[config.mk]
export PLATFORM = sky130hd
export DESIGN_NAME = instruction_fetch
export DESIGN_NICKNAME = d
export VERILOG_FILES = /design/src/rtl/fetch_pkg.sv /design/src/rtl/fetch_fifo.sv /design/src/rtl/instruction_fetch.sv
export SDC_FILE = /design/constraint.sdc
export NUM_CORES = 1
export LEC_CHECK = 0
export CORE_MARGIN = 2
export CORE_UTILIZATION = 55
export DETAILED_ROUTE_END_ITERATION = 12
export DONT_BUFFER_PORTS = 1
export GPL_TIMING_DRIVEN = 0
export PLACE_DENSITY = 0.67
export SETUP_SLACK_MARGIN = 0.15
export SYNTH_ARGS = -nofsm -noshare
export SYNTH_HDL_FRONTEND = slang
export SYNTH_SLANG_ARGS = --single-unit
[constraint.sdc]
create_clock -name clk -period 9.2 [get_ports clk]
set_clock_uncertainty 0.15 [all_clocks]
set_input_delay 0.46 -clock clk [delete_from_list [all_inputs] [get_ports clk]]
set_output_delay 0.46 -clock clk [all_outputs]
set_load 0.05 [all_outputs]
[src/rtl/fetch_pkg.sv]
// Shared definitions for the instruction fetch front end.
package fetch_pkg;

    typedef enum logic [1:0] {
        IDLE  = 2'd0,
        RUN   = 2'd1,
        DRAIN = 2'd2,
        HALT  = 2'd3
    } fetch_state_t;

    // An all-zero word terminates the program.
    localparam logic [31:0] HALT_SENTINEL = 32'h0000_0000;
    localparam int          INSTR_BYTES   = 4;

endpackage

[src/rtl/fetch_fifo.sv]
// Small circular buffer of {pc, instruction} pairs between imem return and decode.
module fetch_fifo #(
    parameter  int DEPTH  = 2,
    parameter  int ADDR_W = 32,
    localparam int CW     = $clog2(DEPTH + 1)
) (
    input  logic              clk,
    input  logic              rst_n,
    input  logic              push,
    input  logic              pop,
    input  logic              clear,
    input  logic [ADDR_W-1:0] push_pc,
    input  logic [31:0]       push_instr,
    output logic [ADDR_W-1:0] head_pc,
    output logic [31:0]       head_instr,
    output logic [CW-1:0]     count,
    output logic              empty,
    output logic              full
);

    localparam int PW = (DEPTH > 1) ? $clog2(DEPTH) : 1;

    logic [ADDR_W-1:0] pc_mem  [DEPTH];
    logic [31:0]       ins_mem [DEPTH];
    logic [PW-1:0]     rd_ptr, wr_ptr;
    logic              do_pop;

    // Pointers wrap explicitly so non-power-of-two depths work.
    function automatic logic [PW-1:0] nxt(input logic [PW-1:0] p);
        return (p == PW'(DEPTH - 1)) ? '0 : p + 1'b1;
    endfunction

    assign empty      = (count == '0);
    assign full       = (count == CW'(DEPTH));
    assign do_pop     = pop & ~empty;
    assign head_pc    = pc_mem[rd_ptr];
    assign head_instr = ins_mem[rd_ptr];

    // Pointer and occupancy update; clear wins over push/pop.
    always_ff @(posedge clk or negedge rst_n) begin
        if (!rst_n) begin
            rd_ptr <= '0;
            wr_ptr <= '0;
            count  <= '0;
        end else if (clear) begin
            rd_ptr <= '0;
            wr_ptr <= '0;
            count  <= '0;
        end else begin
            if (push)   wr_ptr <= nxt(wr_ptr);
            if (do_pop) rd_ptr <= nxt(rd_ptr);
            case ({push, do_pop})
                2'b10:   count <= count + 1'b1;
                2'b01:   count <= count - 1'b1;
                default: ;
            endcase
        end
    end

    // Entry storage; contents need no reset because empty masks them.
    always_ff @(posedge clk) begin
        if (push && !clear) begin
            pc_mem[wr_ptr]  <= push_pc;
            ins_mem[wr_ptr] <= push_instr;
        end
    end

    // The issue throttle upstream must never let a push land on a full buffer.
    always_ff @(posedge clk) begin
        if (rst_n && push && !clear) assert (!full || do_pop);
    end

endmodule

[src/rtl/instruction_fetch.sv]
// Fetch stage: PC sequencing, single-outstanding imem reads, buffered output to decode.
module instruction_fetch
    import fetch_pkg::*;
#(
    parameter int                ADDR_W     = 32,
    parameter logic [ADDR_W-1:0] RESET_PC   = '0,
    parameter int                FIFO_DEPTH = 2
) (
    input  logic              clk,
    input  logic              rst_n,
    input  logic              start,
    input  logic              stall,
    input  logic              redirect_valid,
    input  logic [ADDR_W-1:0] redirect_pc,
    output logic              imem_req,
    output logic [ADDR_W-1:0] imem_addr,
    input  logic [31:0]       imem_rdata,
    output logic [31:0]       instruction,
    output logic              instruction_valid,
    output logic [ADDR_W-1:0] fetch_pc,
    output logic              done
);

    localparam int CW = $clog2(FIFO_DEPTH + 1);

    fetch_state_t      state, state_nxt;
    logic [ADDR_W-1:0] pc, inflight_pc, head_pc, redirect_aligned;
    logic [31:0]       head_instr;
    logic [CW-1:0]     count;
    logic [CW:0]       occ;
    logic              inflight, empty, full, pop, push, flush, zero_ret;

    assign flush            = redirect_valid && (state != IDLE);
    assign redirect_aligned = redirect_pc & ~ADDR_W'(3);
    assign instruction_valid = ~empty;
    assign pop              = instruction_valid & ~stall;
    assign zero_ret         = inflight && (imem_rdata == HALT_SENTINEL);
    assign push             = inflight && !zero_ret && !flush;
    // Slots that will be spoken for after this cycle if nothing new is issued.
    assign occ              = (CW+1)'(count) + (CW+1)'(inflight) - (CW+1)'(pop);

    assign imem_addr   = pc;
    assign instruction = empty ? '0 : head_instr;
    assign fetch_pc    = empty ? '0 : head_pc;
    assign done        = (state == HALT);

    // State register.
    always_ff @(posedge clk or negedge rst_n) begin
        if (!rst_n) state <= IDLE;
        else        state <= state_nxt;
    end

    // Next state and issue decision; a returning sentinel blocks issue that same cycle.
    always_comb begin
        state_nxt = state;
        imem_req  = 1'b0;
        case (state)
            IDLE:    if (start) state_nxt = RUN;
            RUN: begin
                if (zero_ret) state_nxt = DRAIN;
                else          imem_req  = (occ < (CW+1)'(FIFO_DEPTH));
            end
            DRAIN:   if (empty) state_nxt = HALT;
            HALT:    ;
            default: state_nxt = IDLE;
        endcase
        if (flush) begin
            state_nxt = RUN;
            imem_req  = 1'b0;
        end
    end

    // PC and outstanding-read tracking; redirect discards the in-flight read.
    always_ff @(posedge clk or negedge rst_n) begin
        if (!rst_n) begin
            pc          <= RESET_PC;
            inflight    <= 1'b0;
            inflight_pc <= '0;
        end else begin
            inflight <= imem_req;
            if (flush) begin
                pc <= redirect_aligned;
            end else if (imem_req) begin
                pc          <= pc + ADDR_W'(INSTR_BYTES);
                inflight_pc <= pc;
            end
        end
    end

    fetch_fifo #(
        .DEPTH  (FIFO_DEPTH),
        .ADDR_W (ADDR_W)
    ) u_fifo (
        .clk        (clk),
        .rst_n      (rst_n),
        .push       (push),
        .pop        (pop),
        .clear      (flush),
        .push_pc    (inflight_pc),
        .push_instr (imem_rdata),
        .head_pc    (head_pc),
        .head_instr (head_instr),
        .count      (count),
        .empty      (empty),
        .full       (full)
    );

endmodule

After elaboration in Yosys (flattened, before gate mapping)
Memories as Yosys holds them, arrays and structs flattened.
Index checks and enable logic that the tools add are counted.
- register bits: 71
- RAM bits: 128
- word-level logic and storage cells: 70
- memories: 2
- memory list (name ; words ; bits a word ; read ports ; clocked after Yosys merged registers in ; wr ports ; line ; text):
    u_fifo.ins_mem ; 2 ; 32 ; 1 ; 0 ; 1 ; fetch_fifo.sv:24 ; logic [31:0] ins_mem [DEPTH];
    u_fifo.pc_mem ; 2 ; 32 ; 1 ; 0 ; 1 ; fetch_fifo.sv:23 ; logic [ADDR_W-1:0] pc_mem [DEPTH];
- add/subtract/negate cells: 7
- order comparisons: 1
- eq/ne operators: 8
- muxes and demuxes: 22
- bitwise logic cells: 5
- reductions and logical operators: 18
- operators by type and width (operator ; number):
    32-bit two-way mux ; 4
    32-bit by 3-bit adder with 32-bit output (second input constant) ; 1
    32-bit zero test ; 1
    1-bit two-way mux ; 11
    2-bit two-way mux ; 5
    3-bit by 2-bit != test with 1-bit output (second input constant) ; 3
    2-bit nonzero test ; 4
    2-bit == test (second input constant) ; 3
    2-bit case mux with 3 select lines ; 1
    1-bit logical AND ; 5
    2-bit by 1-bit == test with 1-bit output (second input constant) ; 2
    2-bit zero test ; 2
    2-bit case mux with 2 select lines ; 1
    4-bit AND reduction ; 1
    4-bit nonzero test ; 1
    2-bit by 1-bit adder with 3-bit output ; 1
    3-bit by 2-bit less-than comparator with 1-bit output (second input constant) ; 1
    1-bit inverter ; 3
    3-bit nonzero test ; 1
    3-bit by 1-bit subtractor with 3-bit output ; 1
    1-bit adder (second input constant) ; 2
    2-bit by 1-bit adder with 2-bit output (second input constant) ; 1
    1-bit bitwise AND ; 2
    1-bit zero test ; 2
    other kinds (2) ; 2

Longest topological paths before layout
- depth after elaboration: 10
- mapped depth: 13
- mapped depth without buffers: 10

Modules after synthesis
From an unflattened synthesis, not the netlist that was laid out.
- cell total of the unflattened synthesis: 616
- area, all modules: 8863.5 um^2
- by module, submodules not included (module ; times used ; cells an instance ; area each (um^2)):
    fetch_fifo ; 1 ; 223 ; 5046.1
    instruction_fetch ; 1 ; 393 ; 3817.4

Worst setup path after synthesis
No wires, ideal clock.
- kind: reg2reg
- from: register state[1]
- to: memory u_fifo.ins_mem[0][0], enable pin
- arrival: 5.221 ns
- required time: 8.492 ns
- path slack: 3.271 ns
- stages on the path, launching flop included: 6
- path buffers: 1
- cells stage by stage: dfrtp_1 > inv_1 > ha_1 > nor2b_1 > clkbuf_1 > nor3_1
- word-level cells in the longest chain between the ends: 7
- RTL lines (what ; line ; text):
    start, declared ; instruction_fetch.sv:26 ; fetch_state_t state, state_nxt;
    start signal, assigned ; instruction_fetch.sv:50 ; else state <= state_nxt;
    2-bit nonzero test * ; instruction_fetch.sv:33 ; assign flush = redirect_valid && (state != IDLE);
    1-bit logical AND * ; instruction_fetch.sv:33 ;
    1-bit zero test * ; fetch_fifo.sv:62, instruction_fetch.sv:38 ;
    1-bit logical AND ; instruction_fetch.sv:38 ; assign push = inflight && !zero_ret && !flush;
    1-bit logical AND * ; fetch_fifo.sv:62 ; if (push && !clear) begin
    1-bit two-way mux * ; fetch_fifo.sv:62 ;
    1-bit two-way mux (not written as such) * ; fetch_fifo.sv:64 ; ins_mem[wr_ptr] <= push_instr;
    end, declared ; fetch_fifo.sv:24 ;
Mark *: on every way between the ends. The rest lies on a longest branch, timed or not.

Final worst setup path
- from: register u_fifo.count[1]
- to: output imem_req
- word-level cells in the longest chain between the ends: 8
- elaborated cells between the ends (all ways): 9
- RTL lines (what ; line ; text):
    start, declared ; fetch_fifo.sv:16 ; output logic [CW-1:0] count,
    start signal, assigned ; fetch_fifo.sv:53 ; 2'b10: count <= count + 1'b1;
    start signal, assigned ; fetch_fifo.sv:54 ; 2'b01: count <= count - 1'b1;
    parallel branches: the longest is 3 deep, another holds 2-bit by 1-bit adder with 3-bit output ; - ;
    3-bit by 1-bit subtractor with 3-bit output * ; instruction_fetch.sv:40 ; assign occ = (CW+1)'(count) + (CW+1)'(inflight) - (CW+1)'(pop);
    3-bit by 2-bit less-than comparator with 1-bit output * ; instruction_fetch.sv:61 ; else imem_req = (occ < (CW+1)'(FIFO_DEPTH));
    1-bit two-way mux * ; instruction_fetch.sv:60 ; if (zero_ret) state_nxt = DRAIN;
    1-bit two-way mux * ; instruction_fetch.sv:57 ; case (state)
    1-bit two-way mux * ; instruction_fetch.sv:67 ; if (flush) begin
    end, declared ; instruction_fetch.sv:15 ; output logic imem_req,
Mark *: on every way between the ends.

==> summary.txt <==
Clock network
  – Root Buffer: clkbuf_16
  – CTS tree: yes
  – CTS resizes: 0
  – Worst-case clock buffer depth: 2
  – Post CTS Setup Buffer Count: 0
  – Cts bufs inserted: 17
  – Post-CTS Hold Buffers: 37
  – Clock sink count: 191
  – Worst-Skew Late Latency: 0.43 ns
  – Clock-pin slew on the worst setup and hold paths: 0.07 ns
  – # H-tree levels: 4

Place
  – HPWL Detailed: 12800 microns
  – Placed cell count: 808
  – Post-place instance area: 8680 sq um
  – GP Congestion: 0.844
  – Port bufs: 0

Layout
  – Nets: 753
  – Finished Layout Cells: 877
  – Share of post-route cells with drive strength above 1: 11.0%
  – Synthesis-to-layout area growth: 15.8%
  – Antenna Cells: 0
  – Fill count: 1145
  – FF+latch area: 5400 sq um
  – Multi-input gate area: 2730 sq um
  – Post-layout instance area: 9670 sq um

Global routing
  – Remaining Overflow, GRT: 0
  – Largest net degree at the start of global routing: 68
  – Overall routing resource usage: 24.1%
  – Vias in the first global route: 5419
  – Initial antenna violation count: 0
  – First-pass GRT wire length: 29400 microns

STA
  – Slew @ Worst Pin: 0.998 ns
  – Final Cycle Share: 48.0%
  – Max_slew headroom: 33.2%
  – Worst hold slack: 0.0196 ns
  – Fmax: 226 MHz
  – Setup TNS: 0 ns
  – Final setup viols: 0
  – Final Hold Fails: 0
  – Max-slew violations: 0
  – Crit path time final: 4.42 ns
  – RSZ-0062 raised after global routing: no

Synth
  – Synth Instances: 610
  – Seq/Total Area, Yosys: 64.7%
  – Post-synth top flop: edfxtp_1
  – Mean Syn Cell Area: 13.7 sq um
  – Cell Area, Synth: 8340 sq um
  – Synth async-reset ratio: 35.1%
  – Seq cells post-synth: 191
  – Post-synth EDFFs: 124
  – YS warnings: 0
  – Count of unique library cells instantiated by Yosys: 53

Route
  – Routed via count: 5320
  – Initial DRT Pass Iterations: 5
  – Drt wl/cell: 21.4 microns
  – ANT nets after route: 0
  – DRC: 0
  – Drt total wl: 18800 microns
  – Vias per inst: 6.07
  – Number of DRC markers in iteration 0: 445

Power
  – Net Sw Frac: 42.9%
  – Max VDD drop: 0.000183 V
  – Final Power: 3.40 mW
  – Gate power share: 34.7%
  – Clock power frac: 21.4%
  – Net Switching: 1.46 mW
  – Leakage: 3.39 nW
  – Power per cell area: 352 nW/um^2
  – Int Pwr: 1.94 mW
  – Sequential share of power: 43.9%

Worst setup path
  – Worst path required time: 8.59 ns
  – CP arrival: 3.81 ns
  – Crit. End Element: output port
  – Crit path kind: reg -> out
  – Worst setup SP type: register
  – Crit path max fanout: 10

Floorplan
  – I/O Pins: 168
  – Core ar.: 15000 sq um
  – Starting Density: 55.5%
  – Chip Width: 127 microns
  – Cell row count: 45
  – Die height: 127 microns
  – Die footprint: 16200 sq um

Run
  – Maxcap violations: 0

Worst hold path
  – Hold Path Class: in -> reg

Run status
  – Status: completed
worst max-delay path, stage by stage (launching register included):
cell	delay (ns)
dfrtp_1	0.46
nor2_1	0.15
clkbuf_1	0.50
nor2_1	0.15
ha_1	0.30
nand2b_1	0.15
fa_1	0.37
xnor2_1	0.19
and3_4	0.26
o31a_4	0.22
nand2_4	0.09
buf_6	0.16
inv_1	0.36
power by group through the flow:
| stage | Combinational [mW] | Sequential (mW) | Clock [mW] |
|---|---|---|---|
| after floorplan | 0.950 | 1.46 | 0 |
| after global placement | 1.11 | 1.51 | 0 |
| after detailed placement | 1.16 | 1.51 | 0 |
| after CTS | 1.19 | 1.49 | 0.742 |
| after global routing | 1.27 | 1.52 | 0.777 |
| final | 1.18 | 1.49 | 0.729 |
area by class of cell:
type / instances / share of cell area, %
flip-flops and latches: 191 / 55.9
multi-input cells: 375 / 28.2
repair buffers: 44 / 4.83
clock inverters: 8 / 0.647
clock buffers: 24 / 5.54
plain buffers: 33 / 1.89
inverters: 14 / 0.544
well taps: 188 / 2.43
per-layer routing:
| metal | up-vias | routed length, microns | global-route usage (%) |
|---|---|---|---|
| li1 | 2430 | - | - |
| met1 | 2666 | 7710 | 30.7 |
| met2 | 198 | 9240 | 38.7 |
| met3 | 26 | 1510 | 7.71 |
| met4 | 0 | 346 | 9.44 |
| met5 | - | 0 | 0 |
registers in the layout, indices dropped and copies added, names as in the netlist:
register	flops
imem_addr	30
u_fifo.pc_mem	60
u_fifo.count	2
u_fifo.ins_mem	64
inflight	1
state	2
inflight_pc	30
u_fifo.wr_ptr	1
u_fifo.rd_ptr	1
kinds of logic after synthesis:
group	synth area share (%)
other	0.0449
AOI/OAI and AO/OA	6.06
adders and majority gates	1.29
and+or+nand+nor	12.8
buffers and inverters	2.82
muxes	11.6
xor gates and xnor gates	0.630
DFF	64.7
cell usage after synthesis, types with 4 or more instances:
master	n	area share, %
dfrtp_1	67	20
a31oi_1	26	1.9
or4_1	17	1.5
inv_1	14	0.63
buf_6	5	0.67
nand2_1	15	0.67
nor4_4	4	1.0
nor4_2	4	0.60
o21ai_0	10	0.60
a21oi_1	5	0.30
ha_1	7	1.0
nand3_1	12	0.72
nor2_1	97	4.4
nand4_1	8	0.60
o21ai_1	5	0.30
buf_1	10	0.45
edfxtp_1	124	45
xnor2_1	6	0.63
or3_1	6	0.45
and3_1	4	0.30
o31ai_1	16	1.4
mux2i_1	63	7.6
mux2_1	29	3.9
buf_4	5	0.45
clkbuf_1	11	0.49
path summary, 6_finish.rpt:
check | from | to | slack [ns] | cells after the start
max | u_fifo.count[1] | imem_req | 4.78 | 12
min | redirect_pc[6] | imem_addr[6] | 0.02 | 2
max reg2reg | u_fifo.count[1] | imem_addr[22] | 5.45 | 12
min reg2reg | inflight_pc[18] | u_fifo.pc_mem[1][18] | 0.32 | 0
max in group asynchronous | rst_n | inflight_pc[2] | 8.20 | 2
min in group asynchronous | rst_n | inflight_pc[13] | 0.40 | 2
placed cells by master, fill, tap and decap left out, types with 5 or more instances in the layout:
| cell | n |
|---|---|
| dlygate4sd3_1 | 36 |
| dfrtp_1 | 67 |
| edfxtp_1 | 124 |
| buf_6 | 12 |
| a31oi_1 | 26 |
| nand3_1 | 12 |
| inv_1 | 14 |
| buf_1 | 10 |
| nand2_1 | 15 |
| a21oi_1 | 5 |
| xnor2_1 | 6 |
| or3_1 | 6 |
| clkbuf_16 | 20 |
| buf_4 | 5 |
| nand4_1 | 8 |
| ha_1 | 7 |
| mux2_1 | 29 |
| nor2_1 | 97 |
| clkbuf_1 | 13 |
| o31ai_1 | 16 |
| o21ai_1 | 5 |
| mux2i_1 | 63 |
| o21ai_0 | 10 |
| or4_1 | 17 |
per-stage QoR:
step	worst slack, ns	utilization, %
final	4.78	64.3
after global routing	4.53	64.3
after CTS	4.75	64.3
after detailed placement	5.22	57.7
after global placement	0.514	57.1
after floorplan	3.27	-
(Power assumes the default switching activity.)
